**src/rtl/accum_stage3_relu.sv**
```systemverilog
// rtl/accum_stage3_relu.sv - stage-3 conv accumulator: group sum + bias, rescale, optional ReLU, saturate
// Accepts NUM_TERMS signed partial sums per pixel and emits one saturated result per group.
module accum_stage3_relu #(
    parameter int IN_W      = 18,
    parameter int ACC_W     = 24,
    parameter int OUT_W     = 16,
    parameter int NUM_TERMS = 3,
    parameter int SHIFT     = 2
) (
    input  logic                    clk,
    input  logic                    reset,
    input  logic                    enable,
    input  logic                    in_valid,
    input  logic signed [IN_W-1:0]  input1,
    input  logic signed [OUT_W-1:0] bias,
    input  logic                    relu_en,
    output logic signed [OUT_W-1:0] output1,
    output logic                    out_valid,
    output logic                    busy
);

    localparam int CNT_W = (NUM_TERMS > 1) ? $clog2(NUM_TERMS) : 1;
    localparam logic [CNT_W-1:0] CNT_LAST = CNT_W'(NUM_TERMS - 1);
    localparam logic [CNT_W-1:0] CNT_ONE  = CNT_W'(1);

    localparam logic signed [ACC_W-1:0] OUT_MAX =
        {{(ACC_W-OUT_W+1){1'b0}}, {(OUT_W-1){1'b1}}};
    localparam logic signed [ACC_W-1:0] OUT_MIN =
        {{(ACC_W-OUT_W+1){1'b1}}, {(OUT_W-1){1'b0}}};

    logic [CNT_W-1:0]        cnt_q, cnt_d;
    logic signed [ACC_W-1:0] acc_q, acc_d;
    logic                    emit_q, emit_d;
    logic signed [OUT_W-1:0] output1_q, output1_d;
    logic                    out_valid_q, out_valid_d;

    logic signed [ACC_W-1:0] bias_ext;
    logic signed [ACC_W-1:0] in_ext;
    logic signed [ACC_W-1:0] acc_base;
    logic signed [ACC_W-1:0] acc_sum;
    logic signed [ACC_W-1:0] shifted;
    logic signed [ACC_W-1:0] rectified;
    logic signed [OUT_W-1:0] saturated;

    always_comb begin
        bias_ext = {{(ACC_W-OUT_W){bias[OUT_W-1]}}, bias};
        in_ext   = {{(ACC_W-IN_W){input1[IN_W-1]}}, input1};
        // The first term of a group seeds the accumulator with the bias.
        acc_base = (cnt_q == '0) ? bias_ext : acc_q;
        acc_sum  = acc_base + in_ext;
    end

    // Result path reads acc_q only, so a group starting on the emit edge
    // cannot disturb the value being emitted.
    always_comb begin
        shifted   = acc_q >>> SHIFT;
        rectified = (relu_en && shifted[ACC_W-1]) ? '0 : shifted;
        if (rectified > OUT_MAX) begin
            saturated = OUT_MAX[OUT_W-1:0];
        end else if (rectified < OUT_MIN) begin
            saturated = OUT_MIN[OUT_W-1:0];
        end else begin
            saturated = rectified[OUT_W-1:0];
        end
    end

    always_comb begin
        cnt_d       = cnt_q;
        acc_d       = acc_q;
        emit_d      = 1'b0;
        out_valid_d = emit_q;
        output1_d   = emit_q ? saturated : output1_q;

        if (in_valid) begin
            acc_d = acc_sum;
            if (cnt_q == CNT_LAST) begin
                cnt_d  = '0;
                emit_d = 1'b1;
            end else begin
                cnt_d = cnt_q + CNT_ONE;
            end
        end

        // Soft clear: drops a partial group and any pending emit.
        if (!enable) begin
            cnt_d       = '0;
            acc_d       = '0;
            emit_d      = 1'b0;
            out_valid_d = 1'b0;
            output1_d   = '0;
        end
    end

    always_ff @(posedge clk) begin
        if (reset) begin
            cnt_q       <= '0;
            acc_q       <= '0;
            emit_q      <= 1'b0;
            output1_q   <= '0;
            out_valid_q <= 1'b0;
        end else begin
            cnt_q       <= cnt_d;
            acc_q       <= acc_d;
            emit_q      <= emit_d;
            output1_q   <= output1_d;
            out_valid_q <= out_valid_d;
        end
    end

    assign output1   = output1_q;
    assign out_valid = out_valid_q;
    assign busy      = (cnt_q != '0);

endmodule

```
**config.mk**
```make
export PLATFORM = sky130hd
export DESIGN_NAME = accum_stage3_relu
export DESIGN_NICKNAME = d
export VERILOG_FILES = /design/src/rtl/accum_stage3_relu.sv
export SDC_FILE = /design/constraint.sdc
export NUM_CORES = 1
export LEC_CHECK = 0
export CAP_MARGIN = 10
export CORE_MARGIN = 2
export CORE_UTILIZATION = 58
export CTS_CLUSTER_DIAMETER = 100
export DETAILED_ROUTE_END_ITERATION = 7
export PLACE_DENSITY = 0.87
export SLEW_MARGIN = 20
export SYNTH_ARGS = -nofsm -noshare
export SYNTH_HDL_FRONTEND = slang
export SYNTH_SLANG_ARGS = --single-unit
```
**constraint.sdc**
```tcl
create_clock -name clk -period 5.95 [get_ports clk]
set_clock_uncertainty 0.2 [all_clocks]
set_input_delay 0.595 -clock clk [delete_from_list [all_inputs] [get_ports clk]]
set_output_delay 0.595 -clock clk [all_outputs]
set_load 0.02 [all_outputs]
```
# ---- Yosys cells after proc, flatten, opt, wreduce, memory -nomap -nowiden
# Cells that the tools add are included.
dict set report word_totals {
  reg_bits 44
  word_cells 23
}
dict set report classes {
  n_lt_le_gt_ge 2
  mux 6
  add_sub_neg 2
  reduce_logical 5
  n_eq_ne 1
  bitwise 2
}
# op count
set ops {}
lappend ops {{2-to-1 mux 24 bit} 2}
lappend ops {{2-to-1 mux 16 bit} 2}
lappend ops {{adder 24 x 18 -> 24 bit} 1}
lappend ops {{greater-than comparator 24 x 16 -> 1 bit, second input constant} 1}
lappend ops {{less-than comparator 24 x 16 -> 1 bit, second input constant} 1}
lappend ops {{OR reduction 3 bit} 1}
lappend ops {{adder 2 x 1 -> 2 bit, second input constant} 1}
lappend ops {{== test 2 bit, second input constant} 1}
lappend ops {{zero test 2 bit} 1}
lappend ops {{2-to-1 mux 2 bit} 1}
lappend ops {{inverter 1 bit} 2}
lappend ops {{nonzero test 2 bit} 1}
lappend ops {{OR reduction 2 bit} 1}
lappend ops {{logical AND 1 bit} 1}
lappend ops {{2-to-1 mux 1 bit} 1}

# ---- Logic depth before layout (Yosys ltp)
dict set report depth {
  ltp_word 5
  ltp_mapped 17
}

# ---- Worst setup path after synthesis
# Ideal clock, no wire load.
dict set report synth_path {
  path_kind {reg-to-reg}
  from {register cnt_q[1]}
  to {register acc_q[20]}
  setup_ns 0.122
  stages_incl_launch_ff 18
  required_ns 5.628
  period_less_slack_ns 3.460
  arrival_ns 3.138
  setup_slack_ns 2.490
  cell_sequence {dfxtp_1 -> nor2_1 -> clkbuf_8 -> inv_8 -> clkbuf_1 -> nand2_1 -> nand2_1 -> ha_1 -> inv_1 -> fa_1 -> nor2b_1 -> o21a_1 -> o21ai_1 -> a211oi_1 -> o31ai_1 -> o31ai_1 -> nor2_1 -> a311o_1}
}
dict set report synth_between {
  elab_chain_len 3
}
# item line_no
set synth_rtl {}
lappend synth_rtl {{from (decl)} 31} ;# logic [CNT_W-1:0] cnt_q, cnt_d;
lappend synth_rtl {{from (signal assigned)} 102} ;# cnt_q <= cnt_d;
lappend synth_rtl {{zero test 2 bit} 49} ;# acc_base = (cnt_q == '0) ? bias_ext : acc_q;
lappend synth_rtl {{2-to-1 mux 24 bit} 49}
lappend synth_rtl {{adder 24 x 18 -> 24 bit} 50} ;# acc_sum = acc_base + in_ext;
lappend synth_rtl {{to (signal assigned)} 97} ;# acc_q <= '0;
lappend synth_rtl {{to (signal assigned)} 103} ;# acc_q <= acc_d;
lappend synth_rtl {{to (decl)} 32} ;# logic signed [ACC_W-1:0] acc_q, acc_d;
# No other way between the ends.
# A chain may end at the register's enable or synchronous reset.

# ---- Worst setup path after layout
dict set report layout_path {
  from {register cnt_q[0]}
  to {register acc_q[20]}
}
# The elaborated chain is that of the path after synthesis.

==> summary.txt <==
Outcome
  • Outcome: completed

STA
  • Final setup viols: 0
  • FMAX: 0.272 GHz
  • Final hold viol count: 0
  • Worst-margin pin slew: 0.942 ns
  • Final worst-path cycle share: 61.7%
  • RSZ-0062 raised after global routing: false
  • Slew headroom: 37.2%
  • Final TNS setup: 0 ns
  • Final min period: 3.67 ns
  • Max-slew violations: 0

Worst setup path
  • Critical Path End: acc_q[20]$_SDFFE_PP0P_
  • Flop2flop setup slack: 2.28 ns
  • Kind of critical path: reg2reg
  • WP data arrival: 3.72 ns
  • CP startpoint kind: flop
  • FF-to-FF Start: cnt_q[0]$_SDFFE_PP0P_
  • Worst flop-to-flop path endpoint: acc_q[20]$_SDFFE_PP0P_
  • Worst Path Required: 5.99 ns
  • Crit end category: flop
  • Reg2reg path depth: 15
  • Worst Setup SP: cnt_q[0]$_SDFFE_PP0P_
  • Max Fanout on Critical Path: 16

Synth
  • Ys flop type: dfxtp_1
  • Netlist cell types: 57
  • Syn Nets: 474
  • Fraction of registers with async set/reset: 0%
  • Yosys top cell by area: dfxtp_1
  • Post-synthesis cell count: 410
  • Cell with the most instances after synthesis: nand2_1
  • Yosys reg bits: 44
  • Synth top area share: 27.5%
  • YS warnings: 0
  • Mapped Avg Cell Area: 7.81 um2
  • Synthesized cell area: 3200 um2
  • Sequential element share of the synthesized area: 27.5%
  • Top cells by area, synth: dfxtp_1 28%, ha_1 9.4%, nand2_1 9.3%, a21oi_1 5.6%, o21ai_0 5.0%
  • Synth cell count leaders: 79 x nand2_1, 44 x dfxtp_1, 36 x a21oi_1
  • Number of flops mapped to enable cells by yosys: 0

GRT
  • First-pass GRT wire length: 13,600 um
  • GR Util met1: 32.8%
  • Met3 usage: 3.56%
  • Global route total overflow: 0
  • Initial antenna violation count: 0
  • Vias in the first global route: 2,961
  • GR Util All Layers: 27.7%
  • GR peak layer: met2
  • M2 GR Usage: 52.2%
  • Largest net degree at the start of global routing: 34

Die
  • Top Ports: 57
  • Die area: 6130 um2
  • Die Ht: 78.3 um
  • Die Wd: 78.3 um
  • Core box area: 5410 um2
  • Starting Density: 59.2%
  • Site Rows: 27

Clock tree
  • Num CTS Buffers: 5
  • Clk Tree Root Cell: clkbuf_8
  • CTS tree: yes
  • CTS Sinks: 44
  • Post-CTS setup buffer count: 0
  • Worst-skew pair later-pin latency: 0.30 ns
  • Clk slew on worst S/H paths: 0.09 ns
  • Maximum clock insertion buffer count: 2
  • Hold buffers post-CTS: 0
  • # resized after CTS: 0
  • Htree depth: 2

Pwr
  • Power Density: 212 nW/um2
  • Worst ir drop on vdd: 0.173 mV
  • P_leak: 1.64 nW

Route
  • First drt pass iteration count: 5
  • Final wirelength: 8470 um
  • Initial DRC Count: 222
  • Antenna Nets Post-Route: 0
  • DR vias/cell: 6.08
  • DR WL/cell: 16.1 um
  • Via count: 3,200
  • DRC: 0

Place
  • # placed instances: 518
  • Port bufs: 56
  • RePlAce Congestion: 0.954
  • HPWL Detailed: 6280 um

Finish
  • Post-Layout Cell Count: 526
  • Final core area utilization: 70.7%
  • Final net count: 517
  • Fraction of layout cells with a size suffix above 1: 6.61%
  • Antenna diode count: 0
  • Synth-to-layout area growth: 19.3%

Worst hold path
  • Worst hold path class: reg2reg

Run
  • Max-Cap Viols: 0
[stage by stage]
step / cell area [um2] / power, mW / hold slack, ns / setup WS (ns)
6_report: 3820 / 0.812 / 0.275 / 2.28
3_3_place_gp: 3700 / 0.570 / 0.264 / 2.37
2_1_floorplan: 3200 / 0.512 / 0.235 / 2.49
3_5_place_dp: 3700 / 0.576 / 0.259 / 2.24
5_1_grt: 3820 / 0.849 / 0.309 / 1.93
4_1_cts: 3820 / 0.809 / 0.275 / 2.31
[cell usage in the layout, fill, tap and decap left out, drive strengths merged, types with 5 or more instances in the layout]
| cell | instances |
|---|---|
| mux2i | 12 |
| ha | 24 |
| dfxtp | 44 |
| or3 | 6 |
| nand2b | 5 |
| o21ai | 36 |
| clkdlybuf4s50 | 56 |
| inv | 8 |
| a211oi | 6 |
| nand2 | 79 |
| a21o | 20 |
| clkbuf | 5 |
| nor2 | 29 |
| a21oi | 38 |
| xnor2 | 12 |
| nand3 | 12 |
| nand4 | 5 |
[critical path: stages, from the launching register on]
cell      delay [ns]
dfxtp_1         0.34
nor2_1          0.28
buf_4           0.32
nand2_1         0.08
nand2_1         0.06
ha_1            0.19
inv_1           0.07
fa_1            0.40
nor2b_1         0.15
o21a_1          0.14
o21ai_1         0.11
a211oi_1        0.38
o31ai_1         0.15
o31ai_1         0.30
nor4b_1         0.26
a311o_1         0.16
[registers in the layout (all words and copies together), names as in the netlist]
| signal | cells |
|---|---|
| cnt_q | 2 |
| emit_q | 1 |
| out_valid | 1 |
| output1 | 16 |
| acc_q | 24 |
[worst min path at each step]
stage / from / to / slack [ns] / cells after the start
floorplan: cnt_q[0]$_SDFFE_PP0P_ / emit_q$_SDFF_PP0_ / 0.23 / 1
global route: cnt_q[0]$_SDFFE_PP0P_ / emit_q$_SDFF_PP0_ / 0.31 / 1
global placement: acc_q[14]$_SDFFE_PP0P_ / output1[12]$_SDFFE_PP0P_ / 0.26 / 2
finish: cnt_q[0]$_SDFFE_PP0P_ / emit_q$_SDFF_PP0_ / 0.27 / 1
detailed placement: cnt_q[0]$_SDFFE_PP0P_ / emit_q$_SDFF_PP0_ / 0.26 / 1
CTS: cnt_q[0]$_SDFFE_PP0P_ / emit_q$_SDFF_PP0_ / 0.28 / 1
[report_power, final]
part	switching, mW	internal (mW)
clock network	0.109	0.127
registers	0.0104	0.305
logic	0.145	0.116
total	0.264	0.547
[final cells by class]
class	instances	area (um2)
timing repair buffer	59	583
tap	72	90.1
fill	451	1590
clock inverter	3	46.3
inverter	8	37.5
multi-input combinational	335	2110
sequential	44	881
clock buffer	5	68.8
[per-layer routing]
metal | vias to the layer above | share of wire (%) | wire length [um]
li1 | 1549 | - | -
met5 | - | 0 | 0
met2 | 133 | 52 | 4400
met1 | 1501 | 40 | 3410
met3 | 17 | 5.3 | 449
met4 | 0 | 2.4 | 202
[cell families (layout without fill, tap and decap cells)]
family | count (synthesis) | in the layout | synth area share [%]
adder cells (fa/ha/maj) | 25 | 25 | 10.0
buffers and inverters | 31 | 75 | 6.68
XOR/XNOR | 14 | 14 | 3.83
AO/OA/AOI/OAI | 126 | 126 | 25.2
flip-flops | 44 | 44 | 27.5
AND/OR/NAND/NOR | 157 | 157 | 22.6
multiplexers | 13 | 13 | 4.10
No activity file was read; power rests on OpenSTA's default activity.
